## src/rtl/imem_loader_pkg.sv

```systemverilog
// Shared constants for the IMEM stream loader: state encoding and byte-lane sizing.
package imem_loader_pkg;

    // Header is one little-endian 32-bit word count
    localparam int HDR_BYTES  = 4;
    // Bytes per instruction word, i.e. number of byte lanes
    localparam int WORD_BYTES = 4;
    localparam int LANE_W     = $clog2(WORD_BYTES);

    // Loader state encoding
    typedef logic [2:0] state_t;
    localparam state_t ST_IDLE = 3'd0;
    localparam state_t ST_HDR  = 3'd1;
    localparam state_t ST_DATA = 3'd2;
    localparam state_t ST_DONE = 3'd3;
    localparam state_t ST_ERR  = 3'd4;

endpackage

```

## src/rtl/imem_stream_loader_packer.sv

```systemverilog
// Byte-to-word packer: 2-bit lane counter plus little-endian shift-in register.
// word/word_valid are combinational so the word completing on the 4th byte is
// visible in the same cycle as that byte's transfer.
module byte_word_packer
    import imem_loader_pkg::*;
(
    input  logic        clk,
    input  logic        rst_n,
    input  logic        clear,
    input  logic        accept,
    input  logic [7:0]  byte_in,
    output logic        word_valid,
    output logic [31:0] word
);

    logic [LANE_W-1:0] lane;
    logic [31:0]       shift_q;

    // First byte of a word ends up in bits [7:0] after four shifts
    assign word       = {byte_in, shift_q[31:8]};
    assign word_valid = accept && (lane == LANE_W'(WORD_BYTES - 1));

    // Lane counter and assembly register; clear wins over a concurrent byte
    always_ff @(posedge clk or negedge rst_n) begin
        if (!rst_n) begin
            lane    <= '0;
            shift_q <= '0;
        end else if (clear) begin
            lane    <= '0;
            shift_q <= '0;
        end else if (accept) begin
            lane    <= lane + 1'b1;
            shift_q <= word;
        end
    end

endmodule

```

## src/rtl/imem_stream_loader.sv

```systemverilog
// Boot-time program loader: header word N then N little-endian words written
// to IMEM; holds the core in reset until the whole image is written.
// Stream handshake: a byte transfers on a rising edge where s_valid && s_ready;
// s_ready does not depend on s_valid, and bytes offered while s_ready is low
// stay with the source.
module imem_stream_loader
    import imem_loader_pkg::*;
#(
    parameter int                DEPTH_WORDS = 1024,
    parameter int                ADDR_W      = 32,
    parameter logic [ADDR_W-1:0] BASE_ADDR   = 32'h0000_0000,
    parameter int                CNT_W       = $clog2(DEPTH_WORDS) + 1
) (
    input  logic              clk,
    input  logic              rst_n,
    input  logic              start,
    input  logic              s_valid,
    input  logic [7:0]        s_data,
    output logic              s_ready,
    output logic              imem_we,
    output logic [ADDR_W-1:0] imem_addr,
    output logic [31:0]       imem_wdata,
    output logic              core_rst_n,
    output logic              busy,
    output logic              done,
    output logic              err,
    output logic [CNT_W-1:0]  words_loaded
);

    state_t           state;
    state_t           state_nxt;
    logic [CNT_W-1:0] word_idx;
    logic [CNT_W-1:0] n_words;
    logic             accept;
    logic             start_arm;
    logic             word_valid;
    logic [31:0]      word;
    logic             last_word;

    assign accept    = s_valid && s_ready;
    // start only counts where a new load may begin; it is ignored mid-load
    assign start_arm = start && (state == ST_IDLE || state == ST_DONE || state == ST_ERR);
    assign last_word = (word_idx + 1'b1) == n_words;

    byte_word_packer u_packer (
        .clk        (clk),
        .rst_n      (rst_n),
        .clear      (start_arm),
        .accept     (accept),
        .byte_in    (s_data),
        .word_valid (word_valid),
        .word       (word)
    );

    // Next-state decode
    always_comb begin
        state_nxt = state;
        case (state)
            ST_IDLE, ST_DONE, ST_ERR: begin
                if (start) state_nxt = ST_HDR;
            end
            ST_HDR: begin
                if (word_valid) begin
                    if (word == 32'd0)                     state_nxt = ST_DONE;
                    else if (word > 32'(DEPTH_WORDS))      state_nxt = ST_ERR;
                    else                                   state_nxt = ST_DATA;
                end
            end
            ST_DATA: begin
                if (word_valid && last_word) state_nxt = ST_DONE;
            end
            default: state_nxt = ST_IDLE;
        endcase
    end

    // State register and status outputs, all registered from the next state
    always_ff @(posedge clk or negedge rst_n) begin
        if (!rst_n) begin
            state      <= ST_IDLE;
            s_ready    <= 1'b0;
            busy       <= 1'b0;
            done       <= 1'b0;
            err        <= 1'b0;
            core_rst_n <= 1'b0;
        end else begin
            state      <= state_nxt;
            s_ready    <= (state_nxt == ST_HDR) || (state_nxt == ST_DATA);
            busy       <= (state_nxt == ST_HDR) || (state_nxt == ST_DATA);
            done       <= (state_nxt == ST_DONE);
            err        <= (state_nxt == ST_ERR);
            // Release one cycle after entering DONE, so after the last write
            core_rst_n <= (state == ST_DONE) && (state_nxt == ST_DONE);
        end
    end

    // Word counters and the IMEM write port
    always_ff @(posedge clk or negedge rst_n) begin
        if (!rst_n) begin
            imem_we      <= 1'b0;
            imem_addr    <= BASE_ADDR;
            imem_wdata   <= '0;
            word_idx     <= '0;
            n_words      <= '0;
            words_loaded <= '0;
        end else begin
            imem_we <= 1'b0;
            if (start_arm) begin
                word_idx     <= '0;
                words_loaded <= '0;
            end
            if (state == ST_HDR && word_valid) begin
                n_words  <= word[CNT_W-1:0];
                word_idx <= '0;
            end
            if (state == ST_DATA && word_valid) begin
                imem_we      <= 1'b1;
                imem_addr    <= BASE_ADDR + (ADDR_W'(word_idx) << 2);
                imem_wdata   <= word;
                word_idx     <= word_idx + 1'b1;
                words_loaded <= word_idx + 1'b1;
            end
        end
    end

endmodule

```

## config.mk

```make
export PLATFORM = sky130hd
export DESIGN_NAME = imem_stream_loader
export DESIGN_NICKNAME = d
export VERILOG_FILES = /design/src/rtl/imem_loader_pkg.sv /design/src/rtl/imem_stream_loader_packer.sv /design/src/rtl/imem_stream_loader.sv
export SDC_FILE = /design/constraint.sdc
export NUM_CORES = 1
export LEC_CHECK = 0
export ABC_AREA = 1
export BUFFER_PORTS_ARGS = -buffer_cell sky130_fd_sc_hd__buf_2
export CAP_MARGIN = 15
export CORE_AREA = 2 2 114 116
export DETAILED_ROUTE_END_ITERATION = 16
export DIE_AREA = 0 0 116 118
export PLACE_DENSITY = 0.63
export SLEW_MARGIN = 10
export SYNTH_ARGS = -nofsm -noshare
export SYNTH_HDL_FRONTEND = slang
export SYNTH_SLANG_ARGS = --single-unit
```

## constraint.sdc

```tcl
create_clock -name clk -period 1.8 [get_ports clk]
set_input_delay 0.18 -clock clk [delete_from_list [all_inputs] [get_ports clk]]
set_output_delay 0.18 -clock clk [all_outputs]
set_load 0.005 [all_outputs]
```

==> results of run 1 <==
## state kept, by name, indices dropped and copies added, names as in the netlist
register          count
imem_wdata           32
n_words              11
core_rst_n            1
busy                  1
done                  1
imem_we               1
words_loaded         11
state                 3
u_packer.shift_q     24
err                   1
word_idx             11
u_packer.lane         2
imem_addr            11
## stage by stage
| stage | utilization [%] | cell area, µm² |
|---|---|---|
| after global placement | 43.3 | 5380 |
| final | 46.3 | 5750 |
| after CTS | 45.6 | 5660 |
| after floorplan | - | 4920 |
| after global routing | 46.3 | 5750 |
| after detailed placement | 43.3 | 5380 |
## power by group through the flow
stage	clock (mW)	sequential [mW]	combinational, mW
2_1_floorplan	0	3.11	1.09
3_3_place_gp	0	3.17	1.47
3_5_place_dp	0	3.19	1.52
4_1_cts	1.87	3.14	1.53
5_1_grt	1.97	3.20	1.82
6_report	1.82	3.14	1.56
## layout by cell type (no fill, tap or decap), types with 4 or more instances in the layout
| cell | synthesis | layout |
|---|---|---|
| sky130_fd_sc_hd__inv_1 | 65 | 64 |
| sky130_fd_sc_hd__nor2_1 | 26 | 24 |
| sky130_fd_sc_hd__clkbuf_16 | 0 | 9 |
| sky130_fd_sc_hd__buf_4 | 22 | 12 |
| sky130_fd_sc_hd__nand3_1 | 47 | 45 |
| sky130_fd_sc_hd__conb_1 | 1 | 21 |
| sky130_fd_sc_hd__buf_2 | 7 | 70 |
| sky130_fd_sc_hd__nor2_2 | 6 | 5 |
| sky130_fd_sc_hd__nand2_2 | 4 | 8 |
| sky130_fd_sc_hd__dfrtp_1 | 110 | 109 |
| sky130_fd_sc_hd__buf_12 | 0 | 4 |
| sky130_fd_sc_hd__nor2_4 | 1 | 4 |
| sky130_fd_sc_hd__nand4_1 | 9 | 9 |
| sky130_fd_sc_hd__inv_2 | 5 | 6 |
| sky130_fd_sc_hd__nand2_1 | 143 | 139 |
| sky130_fd_sc_hd__o21ai_0 | 87 | 87 |
## layer usage
metal	track usage [%]	share of wire (%)
met1	20.8	43
met2	28.4	51
met3	3.66	4.6
met4	4.76	1.1
met5	0	0
## worst max path at each step
| stage | from | slack (ns) | cells past startpoint | to |
|---|---|---|---|---|
| finish | word_idx[1]$_DFFE_PN0P_ | 0.009 | 12 | state[0]$_DFF_PN0_ |
| global route | word_idx[1]$_DFFE_PN0P_ | -0.10 | 13 | busy$_DFF_PN0_ |
| global placement | word_idx[1]$_DFFE_PN0P_ | 0.10 | 12 | busy$_DFF_PN0_ |
| CTS | word_idx[1]$_DFFE_PN0P_ | 0.03 | 13 | busy$_DFF_PN0_ |
| floorplan | word_idx[0]$_DFFE_PN0P_ | 0.22 | 12 | busy$_DFF_PN0_ |
| detailed placement | word_idx[1]$_DFFE_PN0P_ | -0.007 | 13 | busy$_DFF_PN0_ |
## cells by family after synthesis
| kind of cell | synth area share [%] |
|---|---|
| and+or+nand+nor | 21.7 |
| buffers and inverters | 10.6 |
| DFF | 56.8 |
| AOI/OAI and AO/OA | 10.2 |
| adders and majority gates | 0.516 |
| xor gates and xnor gates | 0.181 |
| other | 0.0773 |
## worst max-delay path, stage by stage, from the launching register on
cell,delay (ns)
sky130_fd_sc_hd__dfrtp_1,0.45
sky130_fd_sc_hd__ha_4,0.20
sky130_fd_sc_hd__nand3_4,0.08
sky130_fd_sc_hd__nor2_4,0.17
sky130_fd_sc_hd__buf_4,0.13
sky130_fd_sc_hd__nand3_1,0.08
sky130_fd_sc_hd__nand2_1,0.09
sky130_fd_sc_hd__nand2_1,0.06
sky130_fd_sc_hd__nand3_1,0.09
sky130_fd_sc_hd__nor2_2,0.05
sky130_fd_sc_hd__nand3_2,0.09
sky130_fd_sc_hd__nand2_2,0.06
sky130_fd_sc_hd__buf_4,0.14
## layout make-up
| cell class | count | area [µm²] | share of cell area (%) |
|---|---|---|---|
| multi-input combinational | 364 | 1720 | 29.9 |
| sequential | 110 | 2750 | 47.9 |
| timing repair buffer | 87 | 531 | 9.23 |
| clock inverter | 3 | 20.0 | 0.348 |
| clock buffer | 13 | 250 | 4.35 |
| tap | 172 | 215 | 3.74 |
| inverter | 70 | 263 | 4.57 |
## timing repair
| item | CTS | global route |
|---|---|---|
| endpoints found under the setup margin | 1 | 14 |
| pin swaps | 0 | 7 |
| hold buffers | 1 | 0 |
| gates resized for setup | 1 | 15 |
| buffers inserted | 0 | 4 |
| endpoints found under the hold margin | 37 | 0 |
==> impl_metrics.env, run 1 <==
export IMPL_synthesis_yosys_warnings=0
export IMPL_wire_length_of_the_first_global_routing_pass_mm=18.2
export IMPL_worstReg2RegStart="word_idx[1]$_DFFE_PN0P_"
export IMPL_max_clock_path_buffers=2
export IMPL_dp_cells=798
export IMPL_finalSetupTns_ns=0
export IMPL_ir_drop_v=0.000494
export IMPL_port_buffers=71
export IMPL_final_net_count=656
export IMPL_antennaDiodeCount=0
export IMPL_slew_headroom_pct=64.6
export IMPL_dp_worst_setup_slack_ns=-0.00730
export IMPL_synth_edf_count=0
export IMPL_clock_power_share_pct=27.9
export IMPL_post_synth_top_count_cell="sky130_fd_sc_hd__nand2_1"
export IMPL_hold_start="start"
export IMPL_final_max_slew_viols=0
export IMPL_worst_skew_pair_late_latency_ns=0.35
export IMPL_yosys_most_used_dff="sky130_fd_sc_hd__dfrtp_1"
export IMPL_finalHoldViolations=0
export IMPL_status="complete, no violations"
export IMPL_final_ant_viol_nets=0
export IMPL_min_path_type="in2reg"
export IMPL_synth_sequential_area_ratio_pct=56.8
export IMPL_layout_area_overhead_vs_synth_pct=18.6
export IMPL_antenna_found_initial=0
export IMPL_boundaryPins=93
export IMPL_synthCells=566
export IMPL_finalClockSkew_ns=0.00783
export IMPL_final_min_clock_period_ns=1.79
export IMPL_clock_root_buffer="sky130_fd_sc_hd__clkbuf_16"
export IMPL_switching_power_mw=2.13
export IMPL_total_grt_usage_pct=16.6
export IMPL_h_tree_levels=3
export IMPL_timing_hold_worst_path_depth=2
export IMPL_hpwl_mm=7.92
export IMPL_holdWs_ns=0.0738
export IMPL_fill_cells=1241
export IMPL_drt_wirelength_per_cell_um=13.5
export IMPL_cts_clk_slew_worst_paths_ns=0.07
export IMPL_timing_reg2reg_setup_slack_ns=0.009
export IMPL_core_rowCount=41
export IMPL_maxCapViolCount=0
export IMPL_crit_fanout=5
export IMPL_finalNonFillerCells=819
export IMPL_gp_congestion=0.867
export IMPL_cts_buffers=9
export IMPL_synth_distinct_cells=29
export IMPL_synthDominantAreaCellType="sky130_fd_sc_hd__dfrtp_1"
export IMPL_post_route_cells_drive_above_1_share_pct=20.1
export IMPL_start_util_pct=39.1
export IMPL_tritoncts_clock_tree="done"
export IMPL_netSwitchingFraction_pct=32.6
export IMPL_die_width_um=116
export IMPL_dr_total_vias=3907
export IMPL_cts_sinks=110
export IMPL_final_critical_path_setup_slack_ns=0.00879
export IMPL_power_leakage_nw=2.93
export IMPL_hold_path_endpoint="core_rst_n$_DFF_PN0_"
export IMPL_synth_common_cells="sky130_fd_sc_hd__nand2_1 (143), sky130_fd_sc_hd__dfrtp_1 (110), sky130_fd_sc_hd__o21ai_0 (87), sky130_fd_sc_hd__inv_1 (65), sky130_fd_sc_hd__nand3_1 (47)"
export IMPL_yosys_register_bits=110
export IMPL_worst_ep_required_time_ns=2.04
export IMPL_r2r_cells=12
export IMPL_pin_count_of_the_biggest_net_entering_global_routing=85
export IMPL_postRouteWirelength_mm=11.1
export IMPL_grt_setup_unrepaired="true"
export IMPL_worstReg2RegEnd="state[0]$_DFF_PN0_"
export IMPL_cp_end_kind="flop"
export IMPL_timing_worst_slew_pin_value_ns=0.531
export IMPL_post_layout_total_power_mw=6.53
export IMPL_drc_violations_left=0
export IMPL_power_density_mw_per_mm2=1130
export IMPL_portion_of_total_power_attributed_to_combinational_logic_pct=23.9
export IMPL_fp_dieArea_mm2=0.0137
export IMPL_first_pass_iters=4
export IMPL_synth_largest_type_area_fraction_pct=56.8
export IMPL_core_area_mm2=0.0124
export IMPL_avgSynthCellArea_um2=8.57
export IMPL_grt_total_ovfl=0
export IMPL_chipHeight_um=118
export IMPL_synth_area_top_cells="sky130_fd_sc_hd__dfrtp_1 (57%), sky130_fd_sc_hd__nand2_1 (11%), sky130_fd_sc_hd__o21ai_0 (9.0%), sky130_fd_sc_hd__inv_1 (5.0%), sky130_fd_sc_hd__nand3_1 (4.9%)"
export IMPL_internal_power_mw=4.40
export IMPL_setup_violations_final=0
export IMPL_seqPwrFrac_pct=48.2
export IMPL_dr_first_iter_drc_count=202
export IMPL_synthArstFlopShare_pct=100
export IMPL_max_freq_ghz=0.558
export IMPL_critical_setup_path_class="reg2reg"
export IMPL_post_route_period_util_pct=99.5
export IMPL_grt_pass1_vias=3828
export IMPL_vias_per_cell=4.77
export IMPL_syn_area_mm2=0.00485
export IMPL_timing_critical_path_from_type="flop"
export IMPL_arrival_ns=2.03
(Power assumes the default switching activity.)
==> run 2, diff against run 1 <==
ABC_AREA = 0   (was 1)
CORE_AREA = 2 2 99 101   (was 2 2 114 116)
DIE_AREA = 0 0 101 103   (was 0 0 116 118)
PLACE_DENSITY = 0.81   (was 0.63)
==> run 2 against run 1 <==
Compared with the run above:
- the run now ends with negative setup slack left
- design area increased by 12%
- core utilization increased by 22 points
- critical path depth decreased by 6
- cell count decreased by 2.3%
- sequential share of layout area decreased by 5.0 points
- via count increased by 12%
- worst setup slack got worse by 0.35 ns
- synthesized cell count decreased by 2.5%
- combinational power increased by 39%
- largest cell class unchanged
==> impl_metrics.env, run 2 <==
export IMPL_dr_total_vias=4378
export IMPL_tritoncts_clock_tree="done"
export IMPL_fp_dieArea_mm2=0.0104
export IMPL_synthArstFlopShare_pct=100
export IMPL_synth_compound_gate_area_share_pct=9.82
export IMPL_failed_checks="negative setup slack"
export IMPL_final_core_util_pct=67.9
export IMPL_h_tree_levels=3
export IMPL_post_layout_total_power_mw=7.01
export IMPL_post_route_period_util_pct=119
export IMPL_worst_ep_required_time_ns=2.08
export IMPL_port_buffers=71
export IMPL_avgSynthCellArea_um2=9.14
export IMPL_holdWs_ns=0.0163
export IMPL_final_max_slew_viols=0
export IMPL_vias_per_cell=5.47
export IMPL_total_grt_usage_pct=25.6
export IMPL_share_of_synthesized_cell_area_in_full_adder_half_adder_and_majority_cells_pct=0.496
export IMPL_synthDominantAreaCellType="sky130_fd_sc_hd__dfrtp_1"
export IMPL_final_ant_viol_nets=0
export IMPL_power_leakage_nw=3.38
export IMPL_cts_clk_slew_worst_paths_ns=0.10
export IMPL_cts_sinks=110
export IMPL_synthCells=552
export IMPL_synth_distinct_cells=53
export IMPL_wire_length_of_the_first_global_routing_pass_mm=20.4
export IMPL_chipHeight_um=103
export IMPL_registers_top_by_ff_count="imem_wdata"
export IMPL_antennaDiodeCount=0
export IMPL_core_area_mm2=0.00946
export IMPL_synthesis_yosys_warnings=0
export IMPL_ir_drop_v=0.000612
export IMPL_layout_area_overhead_vs_synth_pct=27.4
export IMPL_critical_setup_path_class="reg2reg"
export IMPL_die_width_um=101
export IMPL_dp_worst_setup_slack_ns=-0.364
export IMPL_final_net_count=695
export IMPL_synth_edf_count=0
export IMPL_gp_congestion=0.870
export IMPL_cts_buffers=9
export IMPL_r2r_cells=6
export IMPL_post_synth_mux_area_share_pct=2.43
export IMPL_clock_root_buffer="sky130_fd_sc_hd__clkbuf_8"
export IMPL_antenna_found_initial=0
export IMPL_core_rowCount=36
export IMPL_synth_area_top_cells="sky130_fd_sc_hd__dfrtp_1 (55%), sky130_fd_sc_hd__nand2_1 (15%), sky130_fd_sc_hd__buf_4 (3.4%), sky130_fd_sc_hd__a21oi_1 (3.1%), sky130_fd_sc_hd__xnor2_1 (2.3%)"
export IMPL_synth_top_family_by_area="simple AND/OR/NAND/NOR gates"
export IMPL_setup_violations_final=15
export IMPL_finalHoldViolations=0
export IMPL_pin_count_of_the_biggest_net_entering_global_routing=55
export IMPL_worstReg2RegEnd="busy$_DFF_PN0_"
export IMPL_post_synth_and_or_nand_nor_area_fraction_pct=22.0
export IMPL_max_clock_path_buffers=2
export IMPL_hpwl_mm=9.02
export IMPL_yosys_register_bits=110
export IMPL_largest_registers="imem_wdata (32), u_packer.shift_q (24)"
export IMPL_worst_skew_pair_late_latency_ns=0.38
export IMPL_synth_common_cells="sky130_fd_sc_hd__nand2_1 (200), sky130_fd_sc_hd__dfrtp_1 (110), sky130_fd_sc_hd__a21oi_1 (31), sky130_fd_sc_hd__buf_4 (23), sky130_fd_sc_hd__o21ai_0 (22)"
export IMPL_maxCapViolCount=0
export IMPL_most_common_layout_cells="sky130_fd_sc_hd__nand2_1 (200), sky130_fd_sc_hd__dfrtp_1 (108), sky130_fd_sc_hd__buf_4 (70), sky130_fd_sc_hd__buf_2 (70), sky130_fd_sc_hd__a21oi_1 (31)"
export IMPL_fill_cells=740
export IMPL_synth_largest_type_area_fraction_pct=54.6
export IMPL_start_util_pct=53.3
export IMPL_arrival_ns=2.42
export IMPL_crit_fanout=5
export IMPL_timing_reg2reg_setup_slack_ns=-0.34
export IMPL_largest_register_ffs=32
export IMPL_hold_start="s_data[0]"
export IMPL_final_min_clock_period_ns=2.14
export IMPL_max_freq_ghz=0.467
export IMPL_grt_total_ovfl=0
export IMPL_synth_sequential_area_ratio_pct=54.6
export IMPL_dr_first_iter_drc_count=259
export IMPL_power_density_mw_per_mm2=1090
export IMPL_drt_wirelength_per_cell_um=16.8
export IMPL_first_pass_iters=5
export IMPL_final_common_cell="sky130_fd_sc_hd__nand2_1"
export IMPL_timing_hold_worst_path_depth=3
export IMPL_cp_end_kind="flop"
export IMPL_yosys_most_used_dff="sky130_fd_sc_hd__dfrtp_1"
export IMPL_finalClockSkew_ns=0.00972
export IMPL_final_critical_path_setup_slack_ns=-0.342
export IMPL_postRouteWirelength_mm=13.5
export IMPL_post_synth_top_count_cell="sky130_fd_sc_hd__nand2_1"
export IMPL_synth_xor_area_share_pct=3.92
export IMPL_status="finished with violations"
export IMPL_min_path_type="in2reg"
export IMPL_grt_pass1_vias=4102
export IMPL_grt_setup_unrepaired="true"
export IMPL_post_route_cells_drive_above_1_share_pct=30.5
export IMPL_worstReg2RegStart="state[0]$_DFF_PN0_"
export IMPL_boundaryPins=93
export IMPL_syn_area_mm2=0.00504
export IMPL_drc_violations_left=0
export IMPL_timing_critical_path_from_type="flop"
export IMPL_hold_path_endpoint="imem_wdata[24]$_DFFE_PN0P_"
[run 2: per-stage QoR]
stage | cell area (µm²) | setup TNS, ns | instances
after floorplan | 5160 | -0.517 | 572
after global placement | 5870 | -1.09 | 772
after detailed placement | 5870 | -1.74 | 772
after CTS | 6200 | -0.804 | 790
after global routing | 6430 | -4.05 | 800
final | 6430 | -1.35 | 800
[run 2: layer usage]
layer | vias up | wire length [µm] | GRT usage (%)
li1 | 2035 | - | -
met1 | 2145 | 5300 | 31.6
met2 | 172 | 7120 | 46.1
met3 | 26 | 811 | 4.68
met4 | 0 | 249 | 7.48
met5 | - | 0 | 0
[run 2: layout make-up]
class	instances	area (µm²)	share of cell area, %
repair buffers	152	1060	16.5
clock inverters	5	62.6	0.973
flip-flops and latches	110	2760	42.9
well taps	114	143	2.22
inverters	7	31.3	0.487
multi-input cells	401	2230	34.6
clock buffers	11	151	2.36
[run 2: power breakdown]
group	switching [mW]	total [mW]	leakage, nW	internal [mW]
clock network	0.865	1.60	0.108	0.732
logic	1.14	2.17	1.77	1.04
registers	0.393	3.24	1.50	2.84
total	2.40	7.01	3.38	4.61
[run 2: timing repair]
item | CTS | global route
endpoints found under the hold margin | 32 | 0
pin swaps | 3 | 8
hold buffers | 1 | 0
cloned | 1 | 2
endpoints found under the setup margin | 32 | 61
resized for setup | 22 | 44
setup buffers | 0 | 9
[run 2: worst max-delay path, cell delays in order (launching register included)]
cell                        delay, ns
sky130_fd_sc_hd__dfrtp_1         0.48
sky130_fd_sc_hd__and4bb_1        0.34
sky130_fd_sc_hd__nand2_2         0.10
sky130_fd_sc_hd__or4_4           0.53
sky130_fd_sc_hd__a2111oi_4       0.26
sky130_fd_sc_hd__a31oi_4         0.16
sky130_fd_sc_hd__xnor2_1         0.16
[run 2: logic make-up after synthesis]
kind of cell / Yosys count
AO/OA/AOI/OAI: 83
XOR/XNOR: 21
adder cells (fa/ha/maj): 2
buffers and inverters: 61
flip-flops: 110
multiplexers: 11
other: 1
AND/OR/NAND/NOR: 263
[run 2: how the worst max path moves through the flow]
| stage | startpoint | endpoint | slack, ns | depth (start not counted) |
|---|---|---|---|---|
| 2_1_floorplan | word_idx[1]$_DFFE_PN0P_ | busy$_DFF_PN0_ | -0.24 | 7 |
| 3_3_place_gp | word_idx[1]$_DFFE_PN0P_ | busy$_DFF_PN0_ | -0.35 | 7 |
| 3_5_place_dp | word_idx[1]$_DFFE_PN0P_ | busy$_DFF_PN0_ | -0.36 | 7 |
| 4_1_cts | word_idx[1]$_DFFE_PN0P_ | busy$_DFF_PN0_ | -0.31 | 7 |
| 5_1_grt | u_packer.lane[1]$_DFFE_PN0P_ | busy$_DFF_PN0_ | -0.40 | 7 |
| 6_report | state[0]$_DFF_PN0_ | busy$_DFF_PN0_ | -0.34 | 6 |
==> run 3, diff against run 2 <==
CORE_AREA = 2 2 135 137   (was 2 2 99 101)
DIE_AREA = 0 0 137 139   (was 0 0 101 103)
PLACE_DENSITY = 0.5   (was 0.81)
clock period = 2.3 ns   (was 1.8 ns; I/O delays follow)
==> run 3 against run 2 <==
Compared with the run above:
- the flow now finishes without violations
- sequential power is 20% lower
- cell count rose by 7.6%
- critical path depth is 1 higher
- via count is 7.7% lower
- largest cell class unchanged
- non-clock buffer count is 54 lower
- largest power group unchanged
- critical path type unchanged
- combinational power decreased by 50%
==> impl_metrics.env, run 3 (synthesis results as in run 2) <==
export IMPL_worst_ep_required_time_ns=2.55
export IMPL_slew_headroom_pct=63.8
export IMPL_timing_worst_slew_pin_value_ns=0.543
export IMPL_cp_end_kind="flop"
export IMPL_postRouteWirelength_mm=13.4
export IMPL_critPathSlowestCell="sky130_fd_sc_hd__or4_4"
export IMPL_critPathMaxStageDelay_ns=0.56
export IMPL_number_of_buffers_inserted_by_post_cts_setup_repair=0
export IMPL_maxCapViolCount=0
export IMPL_port_buffers=71
export IMPL_cts_clk_slew_worst_paths_ns=0.08
export IMPL_cts_sinks=110
export IMPL_final_critical_path_setup_slack_ns=0.129
export IMPL_crit_path_cell_trace="ha_1, and4bb_1, nand2_2, or4_4, a2111oi_4, a31oi_4, xnor2_1"
export IMPL_critical_setup_path_class="reg2reg"
export IMPL_core_rowCount=49
export IMPL_final_net_count=641
export IMPL_final_common_cell="sky130_fd_sc_hd__nand2_1"
export IMPL_die_width_um=137
export IMPL_tritoncts_clock_tree="done"
export IMPL_seqPwrFrac_pct=49.6
export IMPL_worst_skew_pair_late_latency_ns=0.36
export IMPL_gp_congestion=0.844
export IMPL_crit_fanout=4
export IMPL_cts_buffers=9
export IMPL_fp_dieArea_mm2=0.0190
export IMPL_clock_root_buffer="sky130_fd_sc_hd__clkbuf_16"
export IMPL_pin_count_of_the_biggest_net_entering_global_routing=79
export IMPL_netSwitchingFraction_pct=33.9
export IMPL_finalClockSkew_ns=0.0127
export IMPL_final_ant_viol_nets=0
export IMPL_post_route_period_util_pct=94.4
export IMPL_setup_violations_final=0
export IMPL_timing_reg2reg_setup_slack_ns=0.13
export IMPL_drt_wirelength_per_cell_um=15.6
export IMPL_timing_hold_worst_path_depth=2
export IMPL_finalSetupTns_ns=0
export IMPL_first_pass_iters=4
export IMPL_timing_critical_path_depth=7
export IMPL_registers_top_by_ff_count="imem_wdata"
export IMPL_h_tree_levels=3
export IMPL_dr_total_vias=4040
export IMPL_grt_total_ovfl=0
export IMPL_clock_power_share_pct=29.9
export IMPL_portion_of_total_power_attributed_to_combinational_logic_pct=20.5
export IMPL_max_clock_path_buffers=2
export IMPL_final_core_util_pct=34.4
export IMPL_post_route_cells_drive_above_1_share_pct=21.5
export IMPL_ir_drop_v=0.000420
export IMPL_critical_path_top_delay_family="simple AND/OR/NAND/NOR gates"
export IMPL_cp_num_buf_inv=0
export IMPL_hpwl_mm=9.32
export IMPL_total_area_of_sequential_cells_mm2=0.00275
export IMPL_finalHoldViolations=0
export IMPL_arrival_ns=2.42
export IMPL_timing_critical_path_from_type="flop"
export IMPL_final_min_clock_period_ns=2.17
export IMPL_chipHeight_um=139
export IMPL_wire_length_of_the_first_global_routing_pass_mm=21.0
export IMPL_start_util_pct=28.6
export IMPL_boundaryPins=93
export IMPL_min_path_type="in2reg"
export IMPL_switching_power_mw=1.78
export IMPL_final_max_slew_viols=0
export IMPL_multi_input_area_mm2=0.00208
export IMPL_total_grt_usage_pct=14.1
export IMPL_dr_first_iter_drc_count=188
export IMPL_largest_register_ffs=32
export IMPL_power_leakage_nw=3.11
export IMPL_layout_area_overhead_vs_synth_pct=20.5
export IMPL_largest_registers="imem_wdata (32), u_packer.shift_q (24)"
export IMPL_drc_violations_left=0
export IMPL_core_area_mm2=0.0177
export IMPL_dp_worst_setup_slack_ns=0.00213
export IMPL_power_density_mw_per_mm2=864
export IMPL_r2r_cells=7
export IMPL_antenna_found_initial=0
export IMPL_fill_cells=1850
export IMPL_internal_power_mw=3.47
export IMPL_vias_per_cell=4.69
export IMPL_antennaDiodeCount=0
export IMPL_most_common_layout_cells="sky130_fd_sc_hd__nand2_1 (200), sky130_fd_sc_hd__dfrtp_1 (109), sky130_fd_sc_hd__buf_2 (70), sky130_fd_sc_hd__a21oi_1 (31), sky130_fd_sc_hd__buf_4 (23)"
export IMPL_status="complete, no violations"
export IMPL_max_freq_ghz=0.461
export IMPL_grt_pass1_vias=4014
[run 3: layer usage]
layer	up-vias	share of wire, %	track usage (%)
li1	1930	-	-
met1	2017	45	18.2
met2	80	50	23.6
met3	13	3.5	3.07
met4	0	1.5	3.80
met5	-	0	0
[run 3: area by class of cell]
cell class,instances,share of cell area (%)
clock buffer,9,3.70
clock inverter,7,1.32
inverter,7,0.432
multi-input combinational,401,34.3
sequential,110,45.3
tap,229,4.71
timing repair buffer,98,10.2
[run 3: power groups by stage]
stage | sequential, mW | clock (mW) | combinational [mW]
5_1_grt | 2.66 | 1.70 | 1.21
3_3_place_gp | 2.62 | 0 | 0.986
4_1_cts | 2.60 | 1.62 | 1.01
6_report | 2.60 | 1.57 | 1.08
2_1_floorplan | 2.49 | 0 | 0.761
3_5_place_dp | 2.64 | 0 | 1.01
[run 3: per-stage QoR]
stage	power (mW)	instance area, µm²	cells	hold WS (ns)
6_report	5.25	6080	861	0.100
5_1_grt	5.57	6080	861	0.0985
4_1_cts	5.24	5970	859	0.0966
3_5_place_dp	3.65	5660	842	0.213
3_3_place_gp	3.61	5660	842	0.202
2_1_floorplan	3.25	5120	572	-0.0656
[run 3: what timing repair did]
item / in CTS / in global routing
gates resized for setup: 0 / 11
endpoints found under the setup margin: 0 / 23
hold endpoints to repair: 28 / 0
hold buffers: 1 / 0
[run 3: path summary, 6_finish.rpt]
| kind | startpoint | to |
|---|---|---|
| setup / recovery | u_packer.lane[0]$_DFFE_PN0P_ | busy$_DFF_PN0_ |
| hold / removal | start | core_rst_n$_DFF_PN0_ |
| setup reg to reg | u_packer.lane[0]$_DFFE_PN0P_ | busy$_DFF_PN0_ |
| hold reg to reg | imem_addr[9]$_DFFE_PN0P_ | imem_addr[9]$_DFFE_PN0P_ |
| max in group asynchronous | rst_n | word_idx[7]$_DFFE_PN0P_ |
| min in group asynchronous | rst_n | imem_addr[5]$_DFFE_PN0P_ |
